--- src/rtl/mem_port_arbiter.sv ---
// Single-ported data memory arbiter: store commits vs. load issue, with a
// load-starvation guard and an in-order in-flight load tag FIFO.
module mem_port_arbiter #(
  parameter int unsigned MAX_INFLIGHT     = 4,
  parameter int unsigned STORE_STREAK_MAX = 3
) (
  input  logic        clk,
  input  logic        reset,
  input  logic        flush,
  input  logic        ld_req_valid,
  output logic        ld_req_ready,
  input  logic [31:0] ld_req_addr,
  input  logic [2:0]  ld_req_func3,
  input  logic [4:0]  ld_req_rob,
  input  logic [6:0]  ld_req_pd,
  input  logic        st_req_valid,
  output logic        st_req_ready,
  input  logic [31:0] st_req_addr,
  input  logic [31:0] st_req_data,
  input  logic        st_req_sh,
  output logic        mem_req_valid,
  output logic        mem_we,
  output logic [31:0] mem_addr,
  output logic [31:0] mem_wdata,
  output logic [1:0]  mem_size,
  input  logic        mem_rvalid,
  input  logic [31:0] mem_rdata,
  output logic        ld_resp_valid,
  output logic [31:0] ld_resp_data,
  output logic [6:0]  ld_resp_pd,
  output logic [4:0]  ld_resp_rob,
  output logic        err_spurious
);

  localparam int unsigned PTR_W = $clog2(MAX_INFLIGHT);
  localparam int unsigned CNT_W = $clog2(MAX_INFLIGHT + 1);
  localparam int unsigned STK_W = $clog2(STORE_STREAK_MAX + 1);

  localparam logic [2:0] F3_LW   = 3'b010;
  localparam logic [2:0] F3_LBU  = 3'b100;
  localparam logic [1:0] SZ_BYTE = 2'b00;
  localparam logic [1:0] SZ_HALF = 2'b01;
  localparam logic [1:0] SZ_WORD = 2'b10;

  typedef struct packed {
    logic [4:0] rob;
    logic [6:0] pd;
    logic       squash;
  } tag_t;

  tag_t             fifo_q [MAX_INFLIGHT];
  logic [PTR_W-1:0] wr_ptr_q;
  logic [PTR_W-1:0] rd_ptr_q;
  logic [CNT_W-1:0] count_q;
  logic [STK_W-1:0] streak_q;

  logic full_c;
  logic f3_ok_c;
  logic ld_ok_c;
  logic force_ld_c;
  logic st_gnt_c;
  logic ld_gnt_c;
  logic pop_c;
  logic squash_pop_c;

  // Grant decision; nothing is granted while reset is asserted
  always_comb begin
    full_c     = (count_q == CNT_W'(MAX_INFLIGHT));
    f3_ok_c    = (ld_req_func3 == F3_LW) || (ld_req_func3 == F3_LBU);
    ld_ok_c    = reset && ld_req_valid && !flush && f3_ok_c && !full_c;
    force_ld_c = ld_ok_c && (streak_q == STK_W'(STORE_STREAK_MAX));
    st_gnt_c   = reset && st_req_valid && !force_ld_c;
    ld_gnt_c   = ld_ok_c && !st_gnt_c;
  end

  // Memory request mux
  always_comb begin
    st_req_ready  = st_gnt_c;
    ld_req_ready  = ld_gnt_c;
    mem_req_valid = 1'b0;
    mem_we        = 1'b0;
    mem_addr      = 32'h0;
    mem_wdata     = 32'h0;
    mem_size      = SZ_BYTE;
    if (st_gnt_c) begin
      mem_req_valid = 1'b1;
      mem_we        = 1'b1;
      mem_addr      = st_req_addr;
      mem_wdata     = st_req_data;
      mem_size      = st_req_sh ? SZ_HALF : SZ_WORD;
    end else if (ld_gnt_c) begin
      mem_req_valid = 1'b1;
      mem_addr      = ld_req_addr;
      mem_size      = (ld_req_func3 == F3_LBU) ? SZ_BYTE : SZ_WORD;
    end
  end

  always_comb begin
    pop_c        = mem_rvalid && (count_q != CNT_W'(0));
    squash_pop_c = fifo_q[rd_ptr_q].squash || flush;
  end

  // Store-streak counter; any idle load cycle or load grant resets it
  always_ff @(posedge clk or negedge reset) begin
    if (!reset) begin
      streak_q <= '0;
    end else if (!ld_req_valid || ld_gnt_c) begin
      streak_q <= '0;
    end else if (st_gnt_c && (streak_q != STK_W'(STORE_STREAK_MAX))) begin
      streak_q <= streak_q + STK_W'(1);
    end
  end

  // In-flight tag FIFO; flush marks entries but they still drain with memory data
  always_ff @(posedge clk or negedge reset) begin
    if (!reset) begin
      wr_ptr_q <= '0;
      rd_ptr_q <= '0;
      count_q  <= '0;
      for (int unsigned i = 0; i < MAX_INFLIGHT; i++) begin
        fifo_q[PTR_W'(i)] <= '0;
      end
    end else begin
      if (flush) begin
        for (int unsigned i = 0; i < MAX_INFLIGHT; i++) begin
          fifo_q[PTR_W'(i)].squash <= 1'b1;
        end
      end
      if (ld_gnt_c) begin
        fifo_q[wr_ptr_q] <= tag_t'{rob: ld_req_rob, pd: ld_req_pd, squash: 1'b0};
        wr_ptr_q         <= wr_ptr_q + PTR_W'(1);
      end
      if (pop_c) begin
        rd_ptr_q <= rd_ptr_q + PTR_W'(1);
      end
      case ({ld_gnt_c, pop_c})
        2'b10:   count_q <= count_q + CNT_W'(1);
        2'b01:   count_q <= count_q - CNT_W'(1);
        default: count_q <= count_q;
      endcase
    end
  end

  // Load completion and spurious-return flag
  always_ff @(posedge clk or negedge reset) begin
    if (!reset) begin
      ld_resp_valid <= 1'b0;
      ld_resp_data  <= 32'h0;
      ld_resp_pd    <= 7'h0;
      ld_resp_rob   <= 5'h0;
      err_spurious  <= 1'b0;
    end else begin
      ld_resp_valid <= pop_c && !squash_pop_c;
      if (pop_c && !squash_pop_c) begin
        ld_resp_data <= mem_rdata;
        ld_resp_pd   <= fifo_q[rd_ptr_q].pd;
        ld_resp_rob  <= fifo_q[rd_ptr_q].rob;
      end
      if (mem_rvalid && !pop_c) begin
        err_spurious <= 1'b1;
      end
    end
  end

endmodule
--- config.mk ---
export PLATFORM = sky130hd
export DESIGN_NAME = mem_port_arbiter
export DESIGN_NICKNAME = d
export VERILOG_FILES = /design/src/rtl/mem_port_arbiter.sv
export SDC_FILE = /design/constraint.sdc
export NUM_CORES = 1
export LEC_CHECK = 0
export BUFFER_PORTS_ARGS = -buffer_cell sky130_fd_sc_hd__buf_2
export CAP_MARGIN = 20
export CORE_UTILIZATION = 40
export CTS_CLUSTER_DIAMETER = 50
export DETAILED_ROUTE_END_ITERATION = 6
export GPL_TIMING_DRIVEN = 0
export PLACE_DENSITY_LB_ADDON = 0.05
export SETUP_SLACK_MARGIN = 0.02
export SYNTH_ARGS = -nofsm -noshare
export SYNTH_HDL_FRONTEND = slang
export SYNTH_SLANG_ARGS = --single-unit
--- constraint.sdc ---
create_clock -name clk -period 7.6 [get_ports clk]
set_clock_uncertainty 0.15 [all_clocks]
set_input_delay 0.76 -clock clk [delete_from_list [all_inputs] [get_ports clk]]
set_output_delay 0.76 -clock clk [all_outputs]
set_load 0.02 [all_outputs]
==> impl_metrics.py, run 1 <==
metrics = {
    "status": {
        "status": "complete, no violations",
    },
    "layout": {
        "nNetsFinal": 786,
        "final_common_cell": "buf_2",
        "stdcell_count": 803,
        "final_cell_mix": "278 x buf_2, 107 x dfrtp_1, 94 x mux2_2, 33 x and2_1, 33 x a22o_1",
        "drive_gt1_frac": 0.650,
        "fill_cells": 1084,
        "postLayoutCoreUtil": 0.568,
        "design_area_um2": 6910,
        "syn_to_final_growth_pct": 37.0,
    },
    "pwr": {
        "p_total_uw": 1910,
        "p_leak_uw": 0.00378,
        "ir_worst_vdd_mv": 0.120,
        "power_density_nw_per_um2": 277,
    },
    "detailed_routing": {
        "via_count": 3878,
        "drcViolationCount": 0,
        "drt_pass1_iterations": 4,
        "drt-total-wl_um": 12700,
        "route.detailed.wl_per_inst_um": 15.8,
        "antenna_left": 0,
        "vias_per_cell": 4.83,
        "drtIter0Drc": 109,
    },
    "placed_design": {
        "dp.cells": 786,
        "place_congestion": 0.822,
        "place_hpwl_um": 9790,
        "numPortBuffers": 265,
        "placed_cell_area_um2": 6610,
    },
    "critical_path": {
        "worstPathArrival_ns": 2.98,
        "crit_fanout": 55,
        "worstRegToRegCells": 12,
        "path_class": "in -> out",
        "reg2reg_from": "streak_q[0]$_DFFE_PN0P_",
        "critPathLaunchType": "primary input",
        "crit_required_ns": 6.69,
        "crit_path_end_kind": "output port",
        "worst_r2r_endpoint": "count_q[2]$_DFFE_PN0P_",
        "reg2reg_slack_ns": 4.70,
    },
    "die": {
        "initial_core_util": 0.415,
        "die_area_um2": 13100,
        "fp-row-count": 40,
        "fp.dieW_um": 114,
        "io_pins": 266,
        "die_height_um": 114,
        "core_region_area_um2": 12200,
    },
    "clock_tree": {
        "cts_buffers": 9,
        "cts_hold_buf": 0,
        "clk_latency_ns": 0.35,
        "cts_root_buf": "clkbuf_16",
        "cts-resized-gates": 0,
        "cts_buffer_depth": 2,
        "cts_tree": "done",
        "postCtsSetupRepairBufs": 0,
        "path_clk_slew_ns": 0.07,
        "clkSinkCount": 107,
        "cts_max_level": 3,
    },
    "yosys": {
        "yosysTopAreaCell": "dfrtp_1",
        "ys_seq_area_frac": 0.531,
        "synth_area_um2": 5040,
        "yosysTopAreaCellShare": 0.531,
        "synth_nets": 509,
        "yosysUniqueCellTypes": 28,
        "synth_cells": 352,
        "ys_ff_latch": 107,
        "syn_area_per_cell_um2": 14.3,
        "ys_warn_count": 0,
        "synthTopCellsByArea": "dfrtp_1 53%, mux2_2 21%, mux4_2 5.8%, a22o_1 5.7%, and2_1 4.1%",
    },
    "sta": {
        "final_hold_viol_count": 0,
        "grt_setup_unrepaired": "no",
        "slew_viol_final": 0,
        "finalSetupViolCount": 0,
        "slew_headroom": 0.422,
        "fmax_ghz": 0.257,
        "tightest_slew_ns": 0.867,
        "fin_crit_ns": 3.89,
        "fin_crit_sh": 0.512,
        "final.setup.tns_ns": 0,
    },
    "hold_path": {
        "holdCritPathClass": "in -> async",
    },
    "grt": {
        "grt_pass1_wl_um": 19600,
        "antenna_found_initial": 0,
        "grt_use_total": 0.196,
        "grt_start_max_net_pins": 61,
        "grt_pass1_vias": 3788,
        "gr-total-overflow": 0,
    },
    "run": {
        "max_cap_viol_count": 0,
    },
}
==> worst max-delay path, cell delays in order <==
cell and delay (ns):
buf_4 0.55, nand2_1 0.13, or2_2 0.29, buf_1 0.21
and3_1 0.23, buf_2 0.18, buf_2 0.21, a22o_1 0.20
buf_2 0.16
==> through the flow <==
stage | hold WS [ns] | worst slack, ns
2_1_floorplan | 0.296 | 4.33
3_3_place_gp | 0.306 | 2.31
3_5_place_dp | 0.313 | 3.67
4_1_cts | 0.331 | 3.67
5_1_grt | 0.342 | 3.50
6_report | 0.312 | 3.71
==> cells in the mapped netlist <==
cell	count
nor3_1	1
and3_1	3
buf_2	14
buf_4	2
a21o_1	1
nor3_2	1
nand2b_1	2
mux2_2	94
dfrtp_1	107
xnor2_1	6
o21a_1	5
nor2_1	1
or3b_1	1
a21oi_1	1
mux4_2	13
inv_1	8
buf_1	2
a311oi_4	1
and2_1	33
fa_1	1
ha_1	6
a22o_1	33
clkbuf_1	6
mux2i_1	1
nand4_2	4
or2_2	1
xor2_1	2
nand2_1	2
==> logic make-up after synthesis <==
group                    after synthesis  share of synthesized area
AO/OA/AOI/OAI                         41                     0.0724
XOR/XNOR                               8                     0.0139
adder cells (fa/ha/maj)                7                     0.0189
buffers and inverters                 32                     0.0288
flip-flops                           107                      0.531
multiplexers                         108                      0.270
AND/OR/NAND/NOR                       49                     0.0652
==> area by class of cell <==
class / instances / area (µm²) / area share
Inverter: 8 / 30.0 / 0.00435
Antenna cell: 1 / 2.50 / 0.000362
Timing Repair Buffer: 266 / 1360 / 0.196
Clock inverter: 6 / 57.6 / 0.00833
Tap cell: 168 / 210 / 0.0304
Sequential cell: 107 / 2680 / 0.388
Multi-Input combinational cell: 213 / 2220 / 0.321
Clock buffer: 10 / 239 / 0.0346
Buffer: 24 / 115 / 0.0167
==> metal layers <==
layer | vias up | routed length (µm) | track usage
li1 | 1837 | - | -
met1 | 1869 | 5620 | 0.260
met2 | 160 | 5970 | 0.315
met3 | 12 | 1040 | 0.0593
met4 | 0 | 97 | 0.0494
met5 | - | 0 | 0
==> state kept, by name, indices dropped and copies added, names as in the netlist <==
signal and cells:
count_q 3, err_spurious 1, fifo_q 52, ld_resp_data 32
ld_resp_pd 7, ld_resp_rob 5, ld_resp_valid 1, rd_ptr_q 2
streak_q 2, wr_ptr_q 2
==> worst max path at each step <==
stage | startpoint | end | slack, ns
global placement | reset | mem_addr[17] | 2.31
floorplan | flush | mem_addr[23] | 4.33
detailed placement | reset | mem_addr[19] | 3.67
CTS | reset | mem_addr[17] | 3.67
finish | reset | mem_addr[17] | 3.71
global route | reset | mem_addr[15] | 3.50
==> power breakdown <==
part / leakage [µW] / internal (µW) / switching (µW)
registers: 0.00140 / 740 / 87.2
clock network: 0.000144 / 238 / 219
logic: 0.00224 / 312 / 316
total: 0.00378 / 1290 / 622
Power figures use the tool's default switching activity.
==> inputs of run 2 (changes only) <==
Clock period 7.6 ns to 3.86 ns, I/O delays scaled along.
==> run 2 against run 1 <==
Net effect:
- utilization is 0.11 points higher
- cell area is 0.20% higher
- highest routed layer unchanged
- global-route usage stayed put
==> impl_metrics.py, run 2 (synthesis gave the netlist of run 1 again) <==
metrics = {
    "sta": {
        "slew_headroom": 0.412,
        "slew_viol_final": 0,
        "fmax_ghz": 0.283,
        "finalSetupViolCount": 0,
        "fin_crit_sh": 0.916,
        "tightest_slew_ns": 0.877,
        "final_hold_viol_count": 0,
        "grt_setup_unrepaired": "no",
        "fin_crit_ns": 3.54,
        "final.setup.tns_ns": 0,
    },
    "die": {
        "fp-row-count": 40,
        "die_height_um": 114,
        "core_region_area_um2": 12200,
        "io_pins": 266,
        "initial_core_util": 0.415,
        "die_area_um2": 13100,
        "fp.dieW_um": 114,
    },
    "grt": {
        "grt_busiest_layer": "met2",
        "grt_pass1_vias": 3788,
        "use_met2": 0.315,
        "grtUsageMet3": 0.0593,
        "antenna_found_initial": 0,
        "grt_start_max_net_pins": 61,
        "use_met1": 0.260,
        "grt_pass1_wl_um": 19600,
        "grt_use_total": 0.196,
        "gr-total-overflow": 0,
    },
    "status": {
        "status": "complete, no violations",
    },
    "placed_design": {
        "place_hpwl_um": 9790,
        "place_congestion": 0.822,
        "numPortBuffers": 265,
    },
    "critical_path": {
        "worstPathArrival_ns": 3.00,
        "cpMostUsedCell": "buf_2",
        "critPathLaunchType": "primary input",
        "critPathSlowestCell": "dlygate4sd3_1",
        "startpoint": "reset",
        "reg2reg_from": "streak_q[0]$_DFFE_PN0P_",
        "cpPeakStageDelay_ns": 0.55,
        "crit_fanout": 55,
        "path_class": "in -> out",
        "path_cells": "dlygate4sd3_1 > buf_6 > nand2_1 > or2_2 > buf_1 > and3_1 > buf_2 > buf_2 > a22o_1 > buf_2",
        "crit_path_end_kind": "output port",
        "crit_required_ns": 3.32,
    },
    "layout": {
        "largest_register_ffs": 52,
        "top_regs": "fifo_q x52, ld_resp_data x32, ld_resp_pd x7",
        "final_cell_mix": "278 x buf_2, 107 x dfrtp_1, 94 x mux2_2, 33 x and2_1, 33 x a22o_1",
        "regMostFlops": "fifo_q",
        "postLayoutCoreUtil": 0.569,
        "syn_to_final_growth_pct": 37.3,
        "final_common_cell": "buf_2",
        "nNetsFinal": 787,
        "drive_gt1_frac": 0.649,
    },
    "detailed_routing": {
        "route.detailed.wl_per_inst_um": 15.8,
        "via_count": 3889,
        "drt-total-wl_um": 12700,
        "drcViolationCount": 0,
        "antenna_left": 0,
        "drt_pass1_iterations": 4,
        "vias_per_cell": 4.84,
        "drtIter0Drc": 87,
    },
    "clock_tree": {
        "clk_latency_ns": 0.35,
        "cts_tree": "done",
        "cts_root_buf": "clkbuf_16",
        "postCtsSetupRepairBufs": 0,
        "path_clk_slew_ns": 0.07,
        "cts_buffer_depth": 2,
        "cts_max_level": 3,
        "cts_buffers": 9,
        "clkSinkCount": 107,
    },
    "run": {
        "max_cap_viol_count": 0,
    },
    "pwr": {
        "ir_worst_vdd_mv": 0.237,
        "power_density_nw_per_um2": 544,
        "p_leak_uw": 0.00379,
    },
    "hold_path": {
        "min_from": "mem_rvalid",
        "holdCritPathClass": "in -> reg",
    },
}
-- run 2: changes by cell type in the layout (fill, tap and decap cells not counted), sizes merged --
cell | previous run | this run
dlygate4sd3 | 0 | 1
-- run 2: through the flow --
stage / cells / hold slack (ns) / area [µm²] / power (µW) / worst slack (ns)
3_3_place_gp: 785 / 0.306 / 6580 / 2860 / -0.944
6_report: 804 / 0.105 / 6920 / 3770 / 0.324
3_5_place_dp: 786 / 0.313 / 6610 / 2910 / 0.416
4_1_cts: 803 / 0.0946 / 6920 / 3820 / 0.138
5_1_grt: 803 / 0.108 / 6920 / 4000 / 0.0952
2_1_floorplan: 352 / -0.0596 / 5040 / 2470 / 1.19
-- run 2: power by group --
group | leakage (µW) | internal (µW) | switching (µW) | total (µW)
clock network | 0.000144 | 469 | 431 | 901
registers | 0.00140 | 1460 | 171 | 1630
logic | 0.00225 | 616 | 622 | 1240
total | 0.00379 | 2540 | 1220 | 3770
-- run 2: final cells by class --
type | instances | area [µm²]
well taps | 168 | 210
multi-input cells | 213 | 2220
plain buffers | 24 | 115
diodes | 1 | 2.50
repair buffers | 267 | 1370
clock inverters | 6 | 57.6
flip-flops and latches | 107 | 2680
inverters | 8 | 30.0
fillers | 1083 | 5240
clock buffers | 10 | 239
-- run 2: layer usage --
layer	part of all wire	wire length, µm	up-vias
li1	-	-	1841
met1	0.44	5650	1885
met2	0.47	6020	150
met3	0.076	964	13
met4	0.0073	93	0
met5	0	0	-
-- run 2: path summary, 6_finish.rpt --
check / cells past startpoint / end / slack, ns
hold / removal: 2 / err_spurious$_DFFE_PN0P_ / 0.11
max in group asynchronous: 3 / rd_ptr_q[1]$_DFFE_PN0P_ / 2.48
hold reg to reg: 1 / fifo_q[26]$_DFF_PN0_ / 0.33
setup / recovery: 10 / mem_addr[17] / 0.32
setup reg to reg: 12 / count_q[2]$_DFFE_PN0P_ / 0.97
min in group asynchronous: 2 / ld_resp_data[20]$_DFFE_PN0P_ / 0.41
-- run 2: critical path: cells and delay by family --
kind | cells | cell delay [ns]
AO/OA/AOI/OAI | 1 | 0.20
buffers and inverters | 6 | 1.73
AND/OR/NAND/NOR | 3 | 0.63
-- run 2: what timing repair did --
action | 4_1_cts | 5_1_grt
setup endpoints to repair | 0 | 29
hold buffers | 1 | 0
hold endpoints to repair | 47 | 0
resized for setup | 0 | 1
==> inputs of run 3 (changes only) <==
Settings changed: CORE_UTILIZATION 40 to 49, CTS_CLUSTER_DIAMETER 50 to 40.
Clock period 3.86 ns to 4.4 ns, I/O delays scaled along.
==> run 3 against run 2 <==
Net effect:
- via count up 0.33%
- hold slack better by 0.038 ns
- first-iteration DRC count down 41%
- wire length down 2.0%
- global-route usage up 2.8 points
- critical endpoint is now mem_addr[8]
- sequential share of layout area up 0.78 points
- worst setup slack better by 0.30 ns
==> impl_metrics.py, run 3 (synthesis gave the netlist of run 1 again) <==
metrics = {
    "critical_path": {
        "reg2reg_from": "streak_q[0]$_DFFE_PN0P_",
        "path_class": "in -> out",
        "worstPathArrival_ns": 3.19,
        "critPathCapture": "mem_addr[8]",
        "crit_path_end_kind": "output port",
        "critPathLaunchType": "primary input",
        "worst_r2r_endpoint": "count_q[2]$_DFFE_PN0P_",
        "startpoint": "reset",
        "worstRegToRegCells": 12,
        "crit_fanout": 54,
        "crit_required_ns": 3.81,
        "reg2reg_slack_ns": 1.50,
    },
    "clock_tree": {
        "cts_root_buf": "clkbuf_8",
        "path_clk_slew_ns": 0.09,
        "cts-resized-gates": 0,
        "postCtsSetupRepairBufs": 0,
        "cts_buffer_depth": 2,
        "cts_hold_buf": 1,
        "clk_latency_ns": 0.36,
        "cts_tree": "done",
        "cts_max_level": 3,
        "cts_buffers": 9,
        "clkSinkCount": 107,
    },
    "die": {
        "fp.dieW_um": 103,
        "initial_core_util": 0.511,
        "io_pins": 266,
        "die_area_um2": 10700,
        "core_region_area_um2": 9860,
        "die_height_um": 103,
        "fp-row-count": 36,
    },
    "grt": {
        "antenna_found_initial": 4,
        "grt_use_total": 0.224,
        "gr-total-overflow": 0,
        "grt_start_max_net_pins": 62,
        "grt_pass1_wl_um": 17900,
        "grt_pass1_vias": 3649,
    },
    "detailed_routing": {
        "drcViolationCount": 0,
        "drt_pass1_iterations": 4,
        "antenna_left": 0,
        "drtIter0Drc": 51,
        "vias_per_cell": 5.08,
        "drt-total-wl_um": 12500,
        "route.detailed.wl_per_inst_um": 16.2,
        "via_count": 3902,
    },
    "layout": {
        "largest_register_ffs": 52,
        "nNetsFinal": 787,
        "regMostFlops": "fifo_q",
        "drive_gt1_frac": 0.648,
        "top_regs": "fifo_q x52, ld_resp_data x32, ld_resp_pd x7",
        "stdcell_count": 768,
        "syn_to_final_growth_pct": 34.5,
        "final_cell_mix": "278 x buf_2, 107 x dfrtp_1, 94 x mux2_2, 33 x and2_1, 33 x a22o_1",
        "final_common_cell": "buf_2",
    },
    "hold_path": {
        "holdCritPathClass": "in -> reg",
    },
    "sta": {
        "fmax_ghz": 0.265,
        "fin_crit_sh": 0.858,
        "grt_setup_unrepaired": "no",
        "final_hold_viol_count": 0,
        "final.setup.tns_ns": 0,
        "finalSetupViolCount": 0,
        "fin_crit_ns": 3.78,
        "tightest_slew_ns": 0.870,
        "slew_viol_final": 0,
        "slew_headroom": 0.420,
    },
    "pwr": {
        "ir_worst_vdd_mv": 0.257,
        "p_total_uw": 3150,
        "power_density_nw_per_um2": 464,
        "p_leak_uw": 0.00374,
    },
    "run": {
        "max_cap_viol_count": 0,
    },
    "status": {
        "status": "complete, no violations",
    },
    "placed_design": {
        "dp.cells": 751,
        "place_congestion": 0.844,
        "numPortBuffers": 265,
        "place_hpwl_um": 9890,
    },
}
## run 3: cell types whose count changed in the layout (fill, tap and decap cells not counted)
| cell | previous run | this run |
|---|---|---|
| inv_6 | 2 | 0 |
| clkbuf_16 | 9 | 0 |
| buf_6 | 1 | 0 |
| inv_8 | 1 | 0 |
| clkbuf_8 | 1 | 9 |
| clkinv_8 | 1 | 0 |
| clkinvlp_4 | 1 | 2 |
| diode_2 | 1 | 2 |
| bufinv_16 | 0 | 2 |
| buf_4 | 2 | 3 |
## run 3: power by group
part | switching [µW] | internal [µW] | total, µW
sequential | 153 | 1280 | 1430
clock | 309 | 313 | 622
combinational | 551 | 542 | 1090
## run 3: worst min-delay path by stage
stage	cells after the start	from	to	slack, ns
floorplan	0	reset	count_q[0]$_DFFE_PN0P_	-0.006
global placement	1	fifo_q[26]$_DFF_PN0_	fifo_q[26]$_DFF_PN0_	0.31
detailed placement	1	fifo_q[26]$_DFF_PN0_	fifo_q[26]$_DFF_PN0_	0.32
CTS	2	mem_rvalid	err_spurious$_DFFE_PN0P_	0.13
global route	2	mem_rvalid	err_spurious$_DFFE_PN0P_	0.13
finish	2	mem_rvalid	err_spurious$_DFFE_PN0P_	0.14
## run 3: per-layer routing
layer  part of all wire  vias up  routed length, µm  global-route usage
met5            0.00080        -                 10                   0
met4             0.0073        2                 91              0.0368
met3              0.090       11               1120              0.0786
met2               0.50      158               6220               0.388
met1               0.40     1895               5030               0.276
li1                   -     1836                  -                   -
## run 3: stage by stage
step / hold WS [ns] / setup WS [ns] / utilization / cell area (µm²)
6_report: 0.143 / 0.624 / 0.688 / 6790
5_1_grt: 0.131 / 0.381 / 0.688 / 6790
4_1_cts: 0.131 / 0.586 / 0.687 / 6780
3_5_place_dp: 0.316 / 0.927 / 0.666 / 6570
3_3_place_gp: 0.306 / -0.414 / 0.663 / 6540
2_1_floorplan: -0.00559 / 1.73 / - / 5040
## run 3: layout make-up
type | instances | area, µm²
buffer | 24 | 115
multi-input combinational | 213 | 2220
sequential | 107 | 2680
tap | 133 | 166
fill | 743 | 3080
inverter | 8 | 30.0
timing repair buffer | 267 | 1370
clock inverter | 5 | 80.1
antenna | 2 | 5.00
clock buffer | 9 | 124
## run 3: critical path, cell delays in order
cell,delay (ns)
dlygate4sd3_1,0.52
buf_4,0.55
nand2_1,0.15
or2_2,0.29
buf_1,0.22
and3_1,0.23
buf_2,0.18
buf_2,0.20
a22o_1,0.20
buf_2,0.16
